==> config.mk <==
export PLATFORM = sky130hd
export DESIGN_NAME = cs_compute_engine_flat
export DESIGN_NICKNAME = d
export VERILOG_FILES = /design/src/rtl/cs_compute_engine_pkg.sv /design/src/rtl/cs_compute_engine_if.sv /design/src/rtl/cs_compute_engine_alu.sv /design/src/rtl/cs_compute_engine.sv /design/src/flat_wrapper.sv
export SDC_FILE = /design/constraint.sdc
export NUM_CORES = 1
export LEC_CHECK = 0
export CELL_PAD_IN_SITES_DETAIL_PLACEMENT = 2
export CELL_PAD_IN_SITES_GLOBAL_PLACEMENT = 2
export CORE_MARGIN = 2
export CORE_UTILIZATION = 43
export DETAILED_ROUTE_END_ITERATION = 8
export HOLD_SLACK_MARGIN = 0.1
export PLACE_DENSITY = 0.78
export SYNTH_ARGS = -nofsm -noshare
export SYNTH_HDL_FRONTEND = slang
export SYNTH_SLANG_ARGS = --single-unit
==> constraint.sdc <==
create_clock -name clk -period 2.7 [get_ports clk]
set_input_delay 0.54 -clock clk [delete_from_list [all_inputs] [get_ports clk]]
set_output_delay 0.54 -clock clk [all_outputs]
set_load 0.02 [all_outputs]
==> src/rtl/cs_compute_engine_pkg.sv <==
// rtl/cs_compute_engine_pkg.sv - shared types and width helpers for the compute engine
package cs_pkg;

    typedef enum logic [2:0] {
        OP_ADD  = 3'd0,
        OP_SUB  = 3'd1,
        OP_AND  = 3'd2,
        OP_OR   = 3'd3,
        OP_XOR  = 3'd4,
        OP_MAX  = 3'd5,
        OP_MIN  = 3'd6,
        OP_PASS = 3'd7
    } cs_op_e;

    typedef enum logic [1:0] {
        IDLE  = 2'd0,
        READ  = 2'd1,
        EXEC  = 2'd2,
        WRITE = 2'd3
    } cs_state_e;

    localparam int OP_CODE_W = 3;
    localparam int MAX_OPS   = 8;

    function automatic int op_width(input int n_ops);
        return (n_ops <= 2) ? 1 : $clog2(n_ops);
    endfunction

endpackage

==> src/rtl/cs_compute_engine_if.sv <==
// rtl/cs_compute_engine_if.sv - host load/read port and command handshake bundle
interface cs_compute_engine_if
    import cs_pkg::*;
#(
    parameter int MEM_WIDTH     = 8,
    parameter int MEM_DEPTH     = 16,
    parameter int NO_OPERATIONS = 4
);
    localparam int AW   = $clog2(MEM_DEPTH);
    localparam int OP_W = op_width(NO_OPERATIONS);

    logic                 wr_en;
    logic [AW-1:0]        wr_addr;
    logic [MEM_WIDTH-1:0] DQ_in;
    logic [AW-1:0]        rd_addr;
    logic [MEM_WIDTH-1:0] DQ_out;
    logic                 cmd_valid;
    logic                 cmd_ready;
    logic [OP_W-1:0]      operation_select;
    logic [AW-1:0]        addA;
    logic [AW-1:0]        addB;
    logic [AW-1:0]        addC;
    logic                 seq_finished;
    logic                 carry_out;
    logic                 op_err;

    modport master (
        output wr_en, wr_addr, DQ_in, rd_addr, cmd_valid, operation_select, addA, addB, addC,
        input  DQ_out, cmd_ready, seq_finished, carry_out, op_err
    );

    modport slave (
        input  wr_en, wr_addr, DQ_in, rd_addr, cmd_valid, operation_select, addA, addB, addC,
        output DQ_out, cmd_ready, seq_finished, carry_out, op_err
    );

endinterface

==> src/rtl/cs_compute_engine_alu.sv <==
// rtl/cs_compute_engine_alu.sv - combinational ALU; CS_SATURATE_EN clamps ADD/SUB overflow
module cs_alu
    import cs_pkg::*;
#(
    parameter int MEM_WIDTH     = 8,
    parameter int NO_OPERATIONS = 4,
    localparam int OP_W         = op_width(NO_OPERATIONS)
) (
    input  logic [OP_W-1:0]      op,
    input  logic [MEM_WIDTH-1:0] a,
    input  logic [MEM_WIDTH-1:0] b,
    output logic [MEM_WIDTH-1:0] result,
    output logic                 carry,
    output logic                 invalid
);

    logic [MEM_WIDTH:0]     sum;
    logic [MEM_WIDTH:0]     diff;
    logic [OP_CODE_W-1:0]   op_ext;

    always_comb begin
        sum     = {1'b0, a} + {1'b0, b};
        diff    = {1'b0, a} - {1'b0, b};
        op_ext  = OP_CODE_W'(op);
        invalid = (32'(op) >= 32'(NO_OPERATIONS));
        result  = '0;
        carry   = 1'b0;
        // diff's top bit is the borrow of the unsigned subtract
        case (cs_op_e'(op_ext))
            OP_ADD: begin
                carry  = sum[MEM_WIDTH];
`ifdef CS_SATURATE_EN
                result = sum[MEM_WIDTH] ? '1 : sum[MEM_WIDTH-1:0];
`else
                result = sum[MEM_WIDTH-1:0];
`endif
            end
            OP_SUB: begin
                carry  = diff[MEM_WIDTH];
`ifdef CS_SATURATE_EN
                result = diff[MEM_WIDTH] ? '0 : diff[MEM_WIDTH-1:0];
`else
                result = diff[MEM_WIDTH-1:0];
`endif
            end
            OP_AND:  result = a & b;
            OP_OR:   result = a | b;
            OP_XOR:  result = a ^ b;
            OP_MAX:  result = (a >= b) ? a : b;
            OP_MIN:  result = (a <= b) ? a : b;
            OP_PASS: result = a;
            default: result = '0;
        endcase
    end

endmodule

==> src/rtl/cs_compute_engine.sv <==
// rtl/cs_compute_engine.sv - register-memory compute engine; optional CS_SATURATE_EN in cs_alu
module cs_compute_engine
    import cs_pkg::*;
#(
    parameter int MEM_WIDTH     = 8,
    parameter int MEM_DEPTH     = 16,
    parameter int NO_OPERATIONS = 4
) (
    input  logic               clk,
    input  logic               rst_n,
    cs_compute_engine_if.slave bus
);

    localparam int AW   = $clog2(MEM_DEPTH);
    localparam int OP_W = op_width(NO_OPERATIONS);

    cs_state_e            state;
    logic [MEM_WIDTH-1:0] mem [MEM_DEPTH];
    logic [OP_W-1:0]      op_q;
    logic [AW-1:0]        a_q, b_q, c_q;
    logic [MEM_WIDTH-1:0] opa_q, opb_q, res_q;
    logic                 carry_q, inv_q;

    logic [MEM_WIDTH-1:0] alu_res;
    logic                 alu_carry, alu_inv;

    cs_alu #(
        .MEM_WIDTH     (MEM_WIDTH),
        .NO_OPERATIONS (NO_OPERATIONS)
    ) u_alu (
        .op      (op_q),
        .a       (opa_q),
        .b       (opb_q),
        .result  (alu_res),
        .carry   (alu_carry),
        .invalid (alu_inv)
    );

    assign bus.cmd_ready = (state == IDLE);

    always_ff @(posedge clk or negedge rst_n) begin
        if (!rst_n) begin
            state            <= IDLE;
            op_q             <= '0;
            a_q              <= '0;
            b_q              <= '0;
            c_q              <= '0;
            opa_q            <= '0;
            opb_q            <= '0;
            res_q            <= '0;
            carry_q          <= 1'b0;
            inv_q            <= 1'b0;
            bus.DQ_out       <= '0;
            bus.seq_finished <= 1'b0;
            bus.carry_out    <= 1'b0;
            bus.op_err       <= 1'b0;
            for (int i = 0; i < MEM_DEPTH; i++) mem[i] <= '0;
        end else begin
            // read before any write on this edge: no write-through bypass
            bus.DQ_out       <= mem[bus.rd_addr];
            bus.seq_finished <= 1'b0;
            bus.op_err       <= 1'b0;
            case (state)
                IDLE: begin
                    if (bus.wr_en) mem[bus.wr_addr] <= bus.DQ_in;
                    if (bus.cmd_valid) begin
                        op_q  <= bus.operation_select;
                        a_q   <= bus.addA;
                        b_q   <= bus.addB;
                        c_q   <= bus.addC;
                        state <= READ;
                    end
                end
                READ: begin
                    opa_q <= mem[a_q];
                    opb_q <= mem[b_q];
                    state <= EXEC;
                end
                EXEC: begin
                    res_q   <= alu_res;
                    carry_q <= alu_carry;
                    inv_q   <= alu_inv;
                    state   <= WRITE;
                end
                WRITE: begin
                    if (inv_q) begin
                        bus.op_err <= 1'b1;
                    end else begin
                        mem[c_q]         <= res_q;
                        bus.seq_finished <= 1'b1;
                        bus.carry_out    <= carry_q;
                    end
                    state <= IDLE;
                end
                default: state <= IDLE;
            endcase
        end
    end

endmodule

==> src/flat_wrapper.sv <==
// flat-port wrapper written by rule: the top's interface ports become plain ports
module cs_compute_engine_flat import cs_pkg::*;
#(
    parameter int MEM_WIDTH     = 8,
    parameter int MEM_DEPTH     = 16,
    parameter int NO_OPERATIONS = 4
)
  (clk, rst_n, bus_wr_en, bus_wr_addr, bus_DQ_in, bus_rd_addr, bus_cmd_valid, bus_operation_select, bus_addA, bus_addB, bus_addC, bus_DQ_out, bus_cmd_ready, bus_seq_finished, bus_carry_out, bus_op_err);
  cs_compute_engine_if #(.MEM_WIDTH(MEM_WIDTH), .MEM_DEPTH(MEM_DEPTH), .NO_OPERATIONS(NO_OPERATIONS)) bus_i ();
  input  logic clk;
  input  logic rst_n;
  input wire logic [$bits(bus_i.wr_en)-1:0] bus_wr_en;
  input wire logic [$bits(bus_i.wr_addr)-1:0] bus_wr_addr;
  input wire logic [$bits(bus_i.DQ_in)-1:0] bus_DQ_in;
  input wire logic [$bits(bus_i.rd_addr)-1:0] bus_rd_addr;
  input wire logic [$bits(bus_i.cmd_valid)-1:0] bus_cmd_valid;
  input wire logic [$bits(bus_i.operation_select)-1:0] bus_operation_select;
  input wire logic [$bits(bus_i.addA)-1:0] bus_addA;
  input wire logic [$bits(bus_i.addB)-1:0] bus_addB;
  input wire logic [$bits(bus_i.addC)-1:0] bus_addC;
  output wire logic [$bits(bus_i.DQ_out)-1:0] bus_DQ_out;
  output wire logic [$bits(bus_i.cmd_ready)-1:0] bus_cmd_ready;
  output wire logic [$bits(bus_i.seq_finished)-1:0] bus_seq_finished;
  output wire logic [$bits(bus_i.carry_out)-1:0] bus_carry_out;
  output wire logic [$bits(bus_i.op_err)-1:0] bus_op_err;
  assign bus_i.wr_en = bus_wr_en;
  assign bus_i.wr_addr = bus_wr_addr;
  assign bus_i.DQ_in = bus_DQ_in;
  assign bus_i.rd_addr = bus_rd_addr;
  assign bus_i.cmd_valid = bus_cmd_valid;
  assign bus_i.operation_select = bus_operation_select;
  assign bus_i.addA = bus_addA;
  assign bus_i.addB = bus_addB;
  assign bus_i.addC = bus_addC;
  assign bus_DQ_out = bus_i.DQ_out;
  assign bus_cmd_ready = bus_i.cmd_ready;
  assign bus_seq_finished = bus_i.seq_finished;
  assign bus_carry_out = bus_i.carry_out;
  assign bus_op_err = bus_i.op_err;
  cs_compute_engine #(.MEM_WIDTH(MEM_WIDTH), .MEM_DEPTH(MEM_DEPTH), .NO_OPERATIONS(NO_OPERATIONS)) u_core (.clk(clk), .rst_n(rst_n), .bus(bus_i));
endmodule
== Yosys cells after proc, flatten, opt, wreduce, memory -nomap -nowiden ==
Index checks and enable logic that the tools add are counted.
Word-level totals
  register bits after elaboration: 179
  latch bits: 0
  bits in writable memories: 0
  ROM bits: 0
  input bits: 34
  memories kept: 0
Cells by class
  add/subtract/negate cells: 2
  multiply operators: 0
  divide/modulo/power cells: 0
  order comparisons: 7
  eq/ne operators: 8
  shift operators: 0
  muxes and demuxes: 22
  bitwise logic cells: 7
  reduce and logical (&&, ||, !) cells: 7
Operators by type and width (number)
  128-bit bitwise mux: 2
  128-bit one-hot mux with 2 select lines: 1
  128-bit two-way mux: 1
  8-bit binary-select mux with 4-bit select: 3
  8-bit demux with 4-bit select: 2
  8-bit two-way mux: 8
  8-bit one-hot mux with 4 select lines: 1
  5-bit greater-or-equal comparator (second input constant): 5
  4-bit NOT with 5-bit output: 5
  5-bit by 1-bit < comparator with 1-bit output (second input constant): 2
  8-bit by 8-bit adder with 9-bit output: 1
  8-bit by 8-bit subtractor with 9-bit output: 1
  8-bit AND: 1
  2-bit == test (second input constant): 4
  8-bit bitwise OR: 1
  2-bit one-hot mux with 4 select lines: 1
  2-bit by 1-bit == test with 1-bit output (second input constant): 2
  2-bit logical NOT: 2
  2-bit != test (second input constant): 2
  2-bit AND reduction: 2
  1-bit logical AND: 2
  2-bit two-way mux: 1
  1-bit one-hot mux with 2 select lines: 1
  2-bit nonzero test: 1
  1-bit two-way mux: 1

== Logic depth before layout (Yosys ltp) ==
  depth in word-level cells: 8
  gate-level depth with buffers: 8
  gate-level depth less buffers: 8

== Cells and area by module ==
A second synthesis with hierarchy kept.
Unflattened totals
  cells, all modules: 974
  area total of the unflattened synthesis: 12324.3 um^2
Modules (own cells, without submodules)
  cs_compute_engine: instances 1, cells each 828, area each 11289.6 um^2, sequential area each 4529.3 um^2
  cs_alu: instances 1, cells each 146, area each 1034.7 um^2, sequential area each 0.0 um^2

== Least setup slack after synthesis ==
OpenSTA, ideal clock, no wires.
  path kind: register to register
  start: register u_core.state[0]
  end: register u_core.mem[29] (netlist bit)
  library setup time: 0.128 ns
  arrival time: 2.180 ns
  data required time: 2.572 ns
  path slack: 0.392 ns
  stages on the path, launching flop included: 7
  path buffers: 1
  cells stage by stage: dfrtp_1 > inv_1 > ha_1 > mux2i_4 > buf_4 > nor2_4 > mux2_1
Between the ends
  word-level cells in the longest chain between the ends: 3
  elaborated cells on any way between the ends: 6
Ends and longest elaborated chain
  start, declared: RTL line cs_compute_engine.sv:17  | cs_state_e state;
  start signal, assigned: RTL line cs_compute_engine.sv:43  | state <= IDLE;
  start signal, assigned: RTL line cs_compute_engine.sv:71  | state <= READ;
  start signal, assigned: RTL line cs_compute_engine.sv:77  | state <= EXEC;
  2-bit logical NOT *
  via bus_cmd_ready: RTL line flat_wrapper.sv:22  | output wire logic [$bits(bus_i.cmd_ready)-1:0] bus_cmd_ready;
  2-bit != test (no source line) or 2-bit nonzero test (tied branches)
  2-bit AND reduction (no source line)
  end signal, assigned by index: RTL line cs_compute_engine.sv:65  | if (bus.wr_en) mem[bus.wr_addr] <= bus.DQ_in;
  end signal, assigned by index: RTL line cs_compute_engine.sv:89  | mem[c_q] <= res_q;
  end, declared: RTL line cs_compute_engine.sv:18  | logic [MEM_WIDTH-1:0] mem [MEM_DEPTH];
The timed path passes the listed nets; every way through them passes the cells marked *.
A chain may end at the register's enable or synchronous reset.

== Final worst setup path ==
  start: register u_core.state[1]
  end: output bus_cmd_ready
Between the ends
  word-level cells in the longest chain between the ends: 1
Ends and longest elaborated chain
  2-bit logical NOT: RTL line cs_compute_engine.sv:39  | assign bus.cmd_ready = (state == IDLE);
  end, declared: RTL line flat_wrapper.sv:22
No other way between the ends.

==> impl_metrics.toml <==
[status]
outcome = "finished clean"

[sta]
finalHoldViolCount = 0
finClkSkew_ps = 16.1
rsz0062_at_grt = "false"
timing.final.crit_period_ps = 2560
maxSlewHeadroom = 0.451
max_freq_ghz = 0.391
fin_crit_sh = 0.947
worst_pin_slew_ps = 824
whs_ps = 105
slew_viol_final = 0
finalSetupViolCount = 0
final.setup.worst_slack_ps = 142
finalSetupTns_ps = 0

[power_and_ir_drop]
intPower_mw = 7.48
leakage_nw = 5.64
power_frac_clock = 0.183
seqPwrFrac = 0.319
power_mw = 13.7
comb_power_share = 0.498
peakVddDrop_v = 0.000465
p_per_area_nw_per_um2 = 991
switchingPower_mw = 6.23
switching_share = 0.454

[clock_tree]
cts.sinks = 179
cts_root_buf = "clkbuf_16"
cts_made_buffers = 17
postCtsSetupRepairBufs = 0
cts_htree_levels = 4
cts_tree = "built"
clkTransAtPathRegs_ps = 80
cts_resized = 1
clockBufferDepth = 2
clk_latency_ps = 460
postCtsHoldBufs = 0

[worst_setup_path]
path_depth = 3
cp-end-kind = "primary output"
timing.critical_path.arrival_ps = 2020
r2r-end = "u_core.mem[105]"
path_class = "register to primary output"
crit_start = "u_core.state[1]"
critPathLaunchType = "register"
crit_buf_inv = 2
crit_slowest_cell = "clkdlybuf4s50_1"
max_stage_delay_ps = 660
cp_top_family = "buffers and inverters"
cp_max_fo = 7
cp.required_ps = 2160
cp-endpoint = "bus_cmd_ready"
rr_worst_depth = 5
r2r_start = "u_core.c_q[1]"
cp_cell_sequence = "inv_1, ha_2, clkdlybuf4s50_1"
r2r_slack_ps = 160

[floorplanning]
die_h_um = 172
die_w_um = 172
floorplan.initialDensity = 0.436
row_count = 61
die_area_um2 = 29500
fp.coreArea_um2 = 27800
ios = 46

[drt]
totalWireLength_um = 47500
drt_iter0_markers = 1089
firstDrtPassIters = 5
viasPerCell = 6.93
route.detailed.drc = 0
antenna_left = 0
wl_per_cell_um = 33.0
vias = 9982

[yosys]
ys.flop_type = "dfrtp_1"
ys_seq_elements = 179
postSynthCellCount = 1004
synth_edf_count = 0
synth_seq_area_share = 0.370
synth_cell_types = 60
synth_area_um2 = 12100
syn_avg_cell_area_um2 = 12.1
synth-warning-count = 0
synth_nets = 1069
async_flop_share = 1.00

[finish]
diodes = 0
fill_cells = 2733
final_common_cell = "dfrtp_1"
fin_cells = 1440
fin_util = 0.498
drive_above_1_share = 0.376
layout_common_cells = "dfrtp_1 (177), mux2_2 (161), mux4_2 (105), o22ai_1 (104), buf_4 (61)"
syn2layout_area_growth_pct = 14.3
fin_nets = 1114
stdcell_area_um2 = 13800

[global_route]
grt_usage = 0.335
grt_max_degree = 70
grt_pass1_vias = 10800
gr-total-overflow = 0
grt_pass1_wl_um = 71500
antenna_found_initial = 0

[hold_path]
hold_path.class = "input pin to asynchronous set/reset pin"

[place]
post-place-ws_ps = 59.9
dp.cells = 1408
gp_congestion = 0.925
placed_area_um2 = 13200
dp_hpwl_um = 32900
io_buffers = 44

[job]
cap_violations = 0
## power by group through the flow
| stage | combinational (mW) | clock [mW] | sequential [mW] |
|---|---|---|---|
| final | 6.82 | 2.51 | 4.37 |
| after global routing | 7.21 | 2.66 | 4.44 |
| after CTS | 6.71 | 2.56 | 4.32 |
| after detailed placement | 6.61 | 0 | 4.33 |
| after global placement | 6.33 | 0 | 4.24 |
| after floorplan | 4.61 | 0 | 3.78 |
## how the worst min path moves through the flow
stage	slack, ps	from	endpoint
finish	100	rst_n	u_core.mem[70]
global route	140	rst_n	u_core.mem[70]
CTS	120	rst_n	u_core.mem[70]
detailed placement	500	u_core.bus.carry_out	u_core.bus.carry_out
global placement	490	u_core.bus.carry_out	u_core.bus.carry_out
floorplan	240	rst_n	u_core.a_q[0]
## cell type report
cell class / count / area [um^2] / share of cell area
multi-input combinational: 705 / 7140 / 0.516
sequential: 179 / 4480 / 0.324
timing repair buffer: 112 / 1040 / 0.0750
tap: 378 / 473 / 0.0342
clock buffer: 19 / 453 / 0.0328
inverter: 34 / 128 / 0.00923
clock inverter: 13 / 118 / 0.00850
## cell families after synthesis
family	share of synthesized area
AOI/OAI and AO/OA	0.129
xor gates and xnor gates	0.00145
adders and majority gates	0.0333
buffers and inverters	0.0411
DFF	0.370
muxes	0.356
other	0.000310
and+or+nand+nor	0.0682
## Yosys cell counts, drive strengths merged (2+ instances only)
cell type  count  area, um^2
nor2b         16         100
o31a           2        17.5
nand2b        10        62.6
o21ai         41         205
a22oi         25         188
and3           2        12.5
clkbuf        52         199
o211ai         8        60.1
inv           34         128
o22ai        104         651
nand3         11        75.1
buf           34         171
nor3           4        20.0
mux4         105        2360
xnor2          2        17.5
nand2         55         226
and2           4        25.0
ha            29         363
o31ai          2        15.0
mux2         162        1820
or2            2        12.5
a31oi          3        18.8
o22a           8        70.1
a32oi          8        70.1
a41oi          2        17.5
o21a           2        15.0
o2111ai        3        26.3
fa             2        40.0
mux2i         11         123
a21oi         18        90.1
dfrtp        179        4480
nand4          4        25.0
nor2          42         233
## registers in the layout, summed over array words and instances (netlist names), 4 cells and up
signal,flops
u_core.mem,128
u_core.bus.DQ_out,8
u_core.opa_q,8
u_core.opb_q,8
u_core.res_q,8
u_core.a_q,4
u_core.b_q,4
u_core.c_q,4
## metal layers
metal / up-vias / global-route usage / part of all wire
li1: 4001 / - / -
met1: 5253 / 0.440 / 0.40
met2: 565 / 0.525 / 0.46
met3: 163 / 0.0605 / 0.077
met4: 0 / 0.189 / 0.061
met5: - / 0 / 0
Power figures use the tool's default switching activity.
